==> src/rtl/mul_share_if.sv <==
// Request/response and multiplier-side signals of the shared multiplier controller.
interface mul_share_if #(
  parameter int unsigned BITS = 16
);
  logic              req_valid_0;
  logic              req_ready_0;
  logic [BITS-1:0]   req_a_0;
  logic [BITS-1:0]   req_b_0;
  logic              req_sgn_0;
  logic              rsp_valid_0;
  logic              rsp_ready_0;
  logic [2*BITS-1:0] rsp_p_0;

  logic              req_valid_1;
  logic              req_ready_1;
  logic [BITS-1:0]   req_a_1;
  logic [BITS-1:0]   req_b_1;
  logic              req_sgn_1;
  logic              rsp_valid_1;
  logic              rsp_ready_1;
  logic [2*BITS-1:0] rsp_p_1;

  logic [BITS-1:0]   mul_a;
  logic [BITS-1:0]   mul_b;
  logic              mul_sgn;
  logic [2*BITS-1:0] mul_p;

  modport slave (
    input  req_valid_0, req_a_0, req_b_0, req_sgn_0, rsp_ready_0,
    input  req_valid_1, req_a_1, req_b_1, req_sgn_1, rsp_ready_1,
    input  mul_p,
    output req_ready_0, rsp_valid_0, rsp_p_0,
    output req_ready_1, rsp_valid_1, rsp_p_1,
    output mul_a, mul_b, mul_sgn
  );

  modport master (
    output req_valid_0, req_a_0, req_b_0, req_sgn_0, rsp_ready_0,
    output req_valid_1, req_a_1, req_b_1, req_sgn_1, rsp_ready_1,
    output mul_p,
    input  req_ready_0, rsp_valid_0, rsp_p_0,
    input  req_ready_1, rsp_valid_1, rsp_p_1,
    input  mul_a, mul_b, mul_sgn
  );
endinterface

==> src/rtl/mul_share_ctrl.sv <==
// Two-port arbiter/sequencer for one shared multicycle combinational multiplier.
// MUL_SHARE_FIXED_PRIO_EN: port 0 always wins ties (default: round-robin).
module mul_share_ctrl #(
  parameter int unsigned BITS = 16,
  parameter int unsigned LAT  = 2
) (
  input  logic         clk,
  input  logic         rst_n,
  mul_share_if.slave   bus
);
  typedef enum logic [1:0] {IDLE, BUSY, RESP} state_t;

  localparam logic [3:0] CNT_LOAD = 4'(LAT - 1);

  state_t            state_q, state_d;
  logic [3:0]        count_q, count_d;
  logic              owner_q, owner_d;
  logic [BITS-1:0]   a_q, a_d;
  logic [BITS-1:0]   b_q, b_d;
  logic              sgn_q, sgn_d;
  logic [2*BITS-1:0] result_q, result_d;
  logic              pick1;
  logic              accept;

`ifdef MUL_SHARE_FIXED_PRIO_EN
  always_comb begin
    pick1 = bus.req_valid_1 && !bus.req_valid_0;
  end
`else
  logic last_q, last_d;

  // last_q holds the index of the most recently granted port; reset to 1 so port 0 wins first.
  always_comb begin
    pick1 = bus.req_valid_1 && (!bus.req_valid_0 || !last_q);
  end

  always_comb begin
    last_d = last_q;
    if (accept) last_d = pick1;
  end

  always_ff @(posedge clk or negedge rst_n) begin
    if (!rst_n) last_q <= 1'b1;
    else        last_q <= last_d;
  end
`endif

  always_comb begin
    accept = (state_q == IDLE) && (bus.req_valid_0 || bus.req_valid_1);
  end

  always_comb begin
    state_d  = state_q;
    count_d  = count_q;
    owner_d  = owner_q;
    a_d      = a_q;
    b_d      = b_q;
    sgn_d    = sgn_q;
    result_d = result_q;
    case (state_q)
      IDLE: begin
        if (accept) begin
          owner_d = pick1;
          a_d     = pick1 ? bus.req_a_1   : bus.req_a_0;
          b_d     = pick1 ? bus.req_b_1   : bus.req_b_0;
          sgn_d   = pick1 ? bus.req_sgn_1 : bus.req_sgn_0;
          count_d = CNT_LOAD;
          state_d = BUSY;
        end
      end
      BUSY: begin
        if (count_q == '0) begin
          result_d = bus.mul_p;
          state_d  = RESP;
        end else begin
          count_d = count_q - 4'd1;
        end
      end
      RESP: begin
        if (owner_q ? bus.rsp_ready_1 : bus.rsp_ready_0) state_d = IDLE;
      end
      default: state_d = IDLE;
    endcase
  end

  always_ff @(posedge clk or negedge rst_n) begin
    if (!rst_n) begin
      state_q  <= IDLE;
      count_q  <= '0;
      owner_q  <= 1'b0;
      a_q      <= '0;
      b_q      <= '0;
      sgn_q    <= 1'b0;
      result_q <= '0;
    end else begin
      state_q  <= state_d;
      count_q  <= count_d;
      owner_q  <= owner_d;
      a_q      <= a_d;
      b_q      <= b_d;
      sgn_q    <= sgn_d;
      result_q <= result_d;
    end
  end

  assign bus.req_ready_0 = (state_q == IDLE) && bus.req_valid_0 && !pick1;
  assign bus.req_ready_1 = (state_q == IDLE) && pick1;
  assign bus.rsp_valid_0 = (state_q == RESP) && !owner_q;
  assign bus.rsp_valid_1 = (state_q == RESP) && owner_q;
  assign bus.rsp_p_0     = result_q;
  assign bus.rsp_p_1     = result_q;
  assign bus.mul_a       = a_q;
  assign bus.mul_b       = b_q;
  assign bus.mul_sgn     = sgn_q;
endmodule

==> src/flat_wrapper.sv <==
// flat-port wrapper written by rule: the top's interface ports become plain ports
module mul_share_ctrl_flat 
#(
  parameter int unsigned BITS = 16,
  parameter int unsigned LAT  = 2
)
  (clk, rst_n, bus_req_valid_0, bus_req_a_0, bus_req_b_0, bus_req_sgn_0, bus_rsp_ready_0, bus_req_valid_1, bus_req_a_1, bus_req_b_1, bus_req_sgn_1, bus_rsp_ready_1, bus_mul_p, bus_req_ready_0, bus_rsp_valid_0, bus_rsp_p_0, bus_req_ready_1, bus_rsp_valid_1, bus_rsp_p_1, bus_mul_a, bus_mul_b, bus_mul_sgn);
  mul_share_if #(.BITS(BITS)) bus_i ();
  input  logic clk;
  input  logic rst_n;
  input wire logic [$bits(bus_i.req_valid_0)-1:0] bus_req_valid_0;
  input wire logic [$bits(bus_i.req_a_0)-1:0] bus_req_a_0;
  input wire logic [$bits(bus_i.req_b_0)-1:0] bus_req_b_0;
  input wire logic [$bits(bus_i.req_sgn_0)-1:0] bus_req_sgn_0;
  input wire logic [$bits(bus_i.rsp_ready_0)-1:0] bus_rsp_ready_0;
  input wire logic [$bits(bus_i.req_valid_1)-1:0] bus_req_valid_1;
  input wire logic [$bits(bus_i.req_a_1)-1:0] bus_req_a_1;
  input wire logic [$bits(bus_i.req_b_1)-1:0] bus_req_b_1;
  input wire logic [$bits(bus_i.req_sgn_1)-1:0] bus_req_sgn_1;
  input wire logic [$bits(bus_i.rsp_ready_1)-1:0] bus_rsp_ready_1;
  input wire logic [$bits(bus_i.mul_p)-1:0] bus_mul_p;
  output wire logic [$bits(bus_i.req_ready_0)-1:0] bus_req_ready_0;
  output wire logic [$bits(bus_i.rsp_valid_0)-1:0] bus_rsp_valid_0;
  output wire logic [$bits(bus_i.rsp_p_0)-1:0] bus_rsp_p_0;
  output wire logic [$bits(bus_i.req_ready_1)-1:0] bus_req_ready_1;
  output wire logic [$bits(bus_i.rsp_valid_1)-1:0] bus_rsp_valid_1;
  output wire logic [$bits(bus_i.rsp_p_1)-1:0] bus_rsp_p_1;
  output wire logic [$bits(bus_i.mul_a)-1:0] bus_mul_a;
  output wire logic [$bits(bus_i.mul_b)-1:0] bus_mul_b;
  output wire logic [$bits(bus_i.mul_sgn)-1:0] bus_mul_sgn;
  assign bus_i.req_valid_0 = bus_req_valid_0;
  assign bus_i.req_a_0 = bus_req_a_0;
  assign bus_i.req_b_0 = bus_req_b_0;
  assign bus_i.req_sgn_0 = bus_req_sgn_0;
  assign bus_i.rsp_ready_0 = bus_rsp_ready_0;
  assign bus_i.req_valid_1 = bus_req_valid_1;
  assign bus_i.req_a_1 = bus_req_a_1;
  assign bus_i.req_b_1 = bus_req_b_1;
  assign bus_i.req_sgn_1 = bus_req_sgn_1;
  assign bus_i.rsp_ready_1 = bus_rsp_ready_1;
  assign bus_i.mul_p = bus_mul_p;
  assign bus_req_ready_0 = bus_i.req_ready_0;
  assign bus_rsp_valid_0 = bus_i.rsp_valid_0;
  assign bus_rsp_p_0 = bus_i.rsp_p_0;
  assign bus_req_ready_1 = bus_i.req_ready_1;
  assign bus_rsp_valid_1 = bus_i.rsp_valid_1;
  assign bus_rsp_p_1 = bus_i.rsp_p_1;
  assign bus_mul_a = bus_i.mul_a;
  assign bus_mul_b = bus_i.mul_b;
  assign bus_mul_sgn = bus_i.mul_sgn;
  mul_share_ctrl #(.BITS(BITS), .LAT(LAT)) u_core (.clk(clk), .rst_n(rst_n), .bus(bus_i));
endmodule
==> config.mk <==
export PLATFORM = sky130hd
export DESIGN_NAME = mul_share_ctrl_flat
export DESIGN_NICKNAME = d
export VERILOG_FILES = /design/src/rtl/mul_share_if.sv /design/src/rtl/mul_share_ctrl.sv /design/src/flat_wrapper.sv
export SDC_FILE = /design/constraint.sdc
export NUM_CORES = 1
export LEC_CHECK = 0
export ABC_AREA = 1
export CAP_MARGIN = 20
export CORE_MARGIN = 8
export CORE_UTILIZATION = 42
export CTS_BUF_LIST = sky130_fd_sc_hd__clkbuf_4
export CTS_CLUSTER_SIZE = 14
export DETAILED_ROUTE_END_ITERATION = 10
export HOLD_SLACK_MARGIN = 0.06
export PLACE_DENSITY = 0.95
export SLEW_MARGIN = 25
export SYNTH_ARGS = -nofsm -noshare
export SYNTH_HDL_FRONTEND = slang
export SYNTH_SLANG_ARGS = --single-unit
export TNS_END_PERCENT = 1
==> constraint.sdc <==
create_clock -name clk -period 1.7 [get_ports clk]
set_input_delay 0.17 -clock clk [delete_from_list [all_inputs] [get_ports clk]]
set_output_delay 0.17 -clock clk [all_outputs]
set_load 0.005 [all_outputs]
==> flow_metrics.tcl, run 1 <==
set metrics [dict create \
    outcome "finished clean" \
    timing.final.crit_share_pct 91.1 \
    die_w_um 114 \
    crit_path_start_kind "register" \
    ff_latch_area_um2 1830 \
    overflow 0 \
    worstSetupPathType "register to output port" \
    synth_cell_types 25 \
    finalPower_mw 10.1 \
    maxSlewHeadroom_pct 76.0 \
    power_density_nw_per_um2 1630 \
    path_delay_family "buffers and inverters" \
    crit_buf_inv 1 \
    slew_violations 0 \
    clockRootBuffer "clkbuf_4" \
    avgViaCountPerCell 4.66 \
    wire_per_inst_um 15.3 \
    multiInputGateArea_um2 1520 \
    skew_ns 0.0228 \
    cts-htree-levels 3 \
    grt_max_degree 66 \
    finalWorstPathRequiredPeriod_ns 1.55 \
    gp_congestion 0.861 \
    synthCells 479 \
    synth-seq-cells 73 \
    grt_pass1_wl_um 19000 \
    cts.sinks 73 \
    crit_slowest_cell "clkdlybuf4s50_1" \
    max_freq_mhz 646 \
    final_util_pct 64.4 \
    slowest_delay_ns 0.55 \
    r2r_start "u_core.last_q$_DFFE_PN1P_" \
    clk_latency_ns 0.43 \
    cts.reportedPaths.clkPinSlew_ns 0.12 \
    peakVddDrop_mv 0.914 \
    worstPathMaxFanout 3 \
    r2r_cells 7 \
    wl_um 12200 \
    cts_made_buffers 9 \
    dieArea_um2 13100 \
    yosys_warnings 0 \
    ioPinCount 205 \
    num-fill-cells 770 \
    clockBufferDepth 2 \
    place_hpwl_um 9690 \
    worstPathCellList "clkdlybuf4s50_1" \
    hold_violations 0 \
    grt_usage_pct 18.4 \
    syn-cell-area_um2 4070 \
    fp.dieH_um 114 \
    syn_nets 584 \
    fin_nets 760 \
    worstMarginPinSlew_ns 0.361 \
    rows 36 \
    postRouteAntennaNets 0 \
    critPathArrivalTime_ns 1.38 \
    dr.pass1.iters 4 \
    place.port_buffers 204 \
    rsz0062_at_grt "no" \
    fin_area_um2 6180 \
    synth.avg_cell_area_um2 8.49 \
    final_common_cell "clkdlybuf4s50_1" \
    start_util_pct 42.4 \
    layout_common_cells "199 x clkdlybuf4s50_1, 150 x nand2_1, 75 x inv_1" \
    antenna_found_initial 0 \
    setup_violations 0 \
    coreArea_um2 9590 \
    placed_cell_area_um2 6000 \
    r2r_slack_ns 0.21 \
    layout-drive-gt1-share_pct 14.2 \
    initialDrtViolationCount 193 \
    synth-seq-area-share_pct 44.9 \
    drv_cap 0 \
    min_path_type "primary input to async pin" \
    vias 3695 \
    timing.rr.end "u_core.bus.mul_b[15]$_DFFE_PN0P_" \
    grt_pass1_vias 3780 \
    drc 0 \
    cp-end-kind "output port" \
    n_antenna_cell 0 \
    cts_tree "done" \
    p_leak_nw 3.02 \
    required_ns 1.53 \
    areaGrowthSynthToFinish_pct 51.8 \
]
==> how the worst max path moves through the flow <==
stage	start	to	slack, ns	depth (start not counted)
6_report	u_core.bus.rsp_p_0[11]$_DFFE_PN0P_	bus_rsp_p_0[11]	0.15	1
2_1_floorplan	u_core.count_q[0]$_DFFE_PN0P_	u_core.bus.rsp_p_0[0]$_DFFE_PN0P_	0.45	7
3_3_place_gp	bus_req_valid_0	bus_req_ready_0	0.09	6
3_5_place_dp	bus_req_valid_0	bus_req_ready_1	0.07	7
4_1_cts	u_core.last_q$_DFFE_PN1P_	bus_req_ready_1	-0.02	6
5_1_grt	u_core.state_q[1]$_DFFE_PN0P_	bus_rsp_valid_0	0.0008	5
==> repair_timing <==
item                       CTS  global route
gates cloned                 0             0
buffers inserted             1             1
resized for setup            7             7
setup endpoints to repair    4             3
hold buffers                 1             0
hold endpoints to repair    72             0
==> synth_stat cells (all sizes together) <==
cell    instances  share of area (%)
nand2         153                 14
inv            77                7.1
dfrtp          72                 44
buf            51                 11
nand3          41                8.0
o21ai          34                6.4
nand3b         33                6.1
nor2           10                1.6
clkbuf          5               0.49
dfstp           1               0.65
ha              1               0.31
xor2            1               0.22
==> flip-flops by register name (all words and copies together), names as in the netlist <==
register	flops
u_core.bus.rsp_p_0	32
u_core.bus.mul_a	16
u_core.bus.mul_b	16
u_core.count_q	4
u_core.state_q	2
u_core.bus.mul_sgn	1
u_core.last_q	1
u_core.owner_q	1
==> power by group <==
part           internal (mW)  total (mW)  switching [mW]
clock network          0.582        1.20           0.614
logic                   3.16        5.62            2.45
registers               2.63        3.25           0.617
==> metrics by stage <==
| stage | setup slack, ns | hold slack [ns] | TNS, ns | std cells |
|---|---|---|---|---|
| 2_1_floorplan | 0.454 | -0.126 | 0 | 479 |
| 3_3_place_gp | 0.0889 | 0.0460 | 0 | 774 |
| 3_5_place_dp | 0.0652 | 0.0484 | 0 | 774 |
| 4_1_cts | -0.0172 | 0.127 | -0.0172 | 792 |
| 5_1_grt | 0.000774 | 0.132 | 0 | 793 |
| 6_report | 0.151 | 0.140 | 0 | 793 |
==> logic make-up after synthesis <==
| family | Yosys count | synth area share, % |
|---|---|---|
| AND/OR/NAND/NOR | 237 | 30.0 |
| buffers and inverters | 133 | 18.2 |
| flip-flops | 73 | 44.9 |
| AO/OA/AOI/OAI | 34 | 6.40 |
| XOR/XNOR | 1 | 0.215 |
| adder cells (fa/ha/maj) | 1 | 0.307 |
==> metal layers <==
metal	up-vias	GRT usage (%)	share of wire, %
li1	1787	-	-
met1	1729	20.1	40
met2	164	32.7	50
met3	15	5.80	8.9
met4	0	6.30	1.3
met5	-	0	0
==> final cells by class <==
cell class | count | share of cell area, %
Inverter | 77 | 4.68
Clock buffer | 9 | 1.09
Tap cell | 133 | 2.69
Multi-Input combinational cell | 273 | 24.6
Sequential cell | 73 | 29.6
Clock inverter | 7 | 1.38
Timing Repair Buffer | 221 | 35.9
No activity file was read; power rests on OpenSTA's default activity.
==> run 2, diff against run 1 <==
- CAP_MARGIN: 20 -> not set
==> results of run 2 <==
The final DEF is identical to that of run 1; final timing and power are the same.
==> run 3, diff against run 2 <==
- HOLD_SLACK_MARGIN: 0.06 -> not set
==> results of run 3 <==
The final DEF is identical to that of run 1; final timing and power are the same.
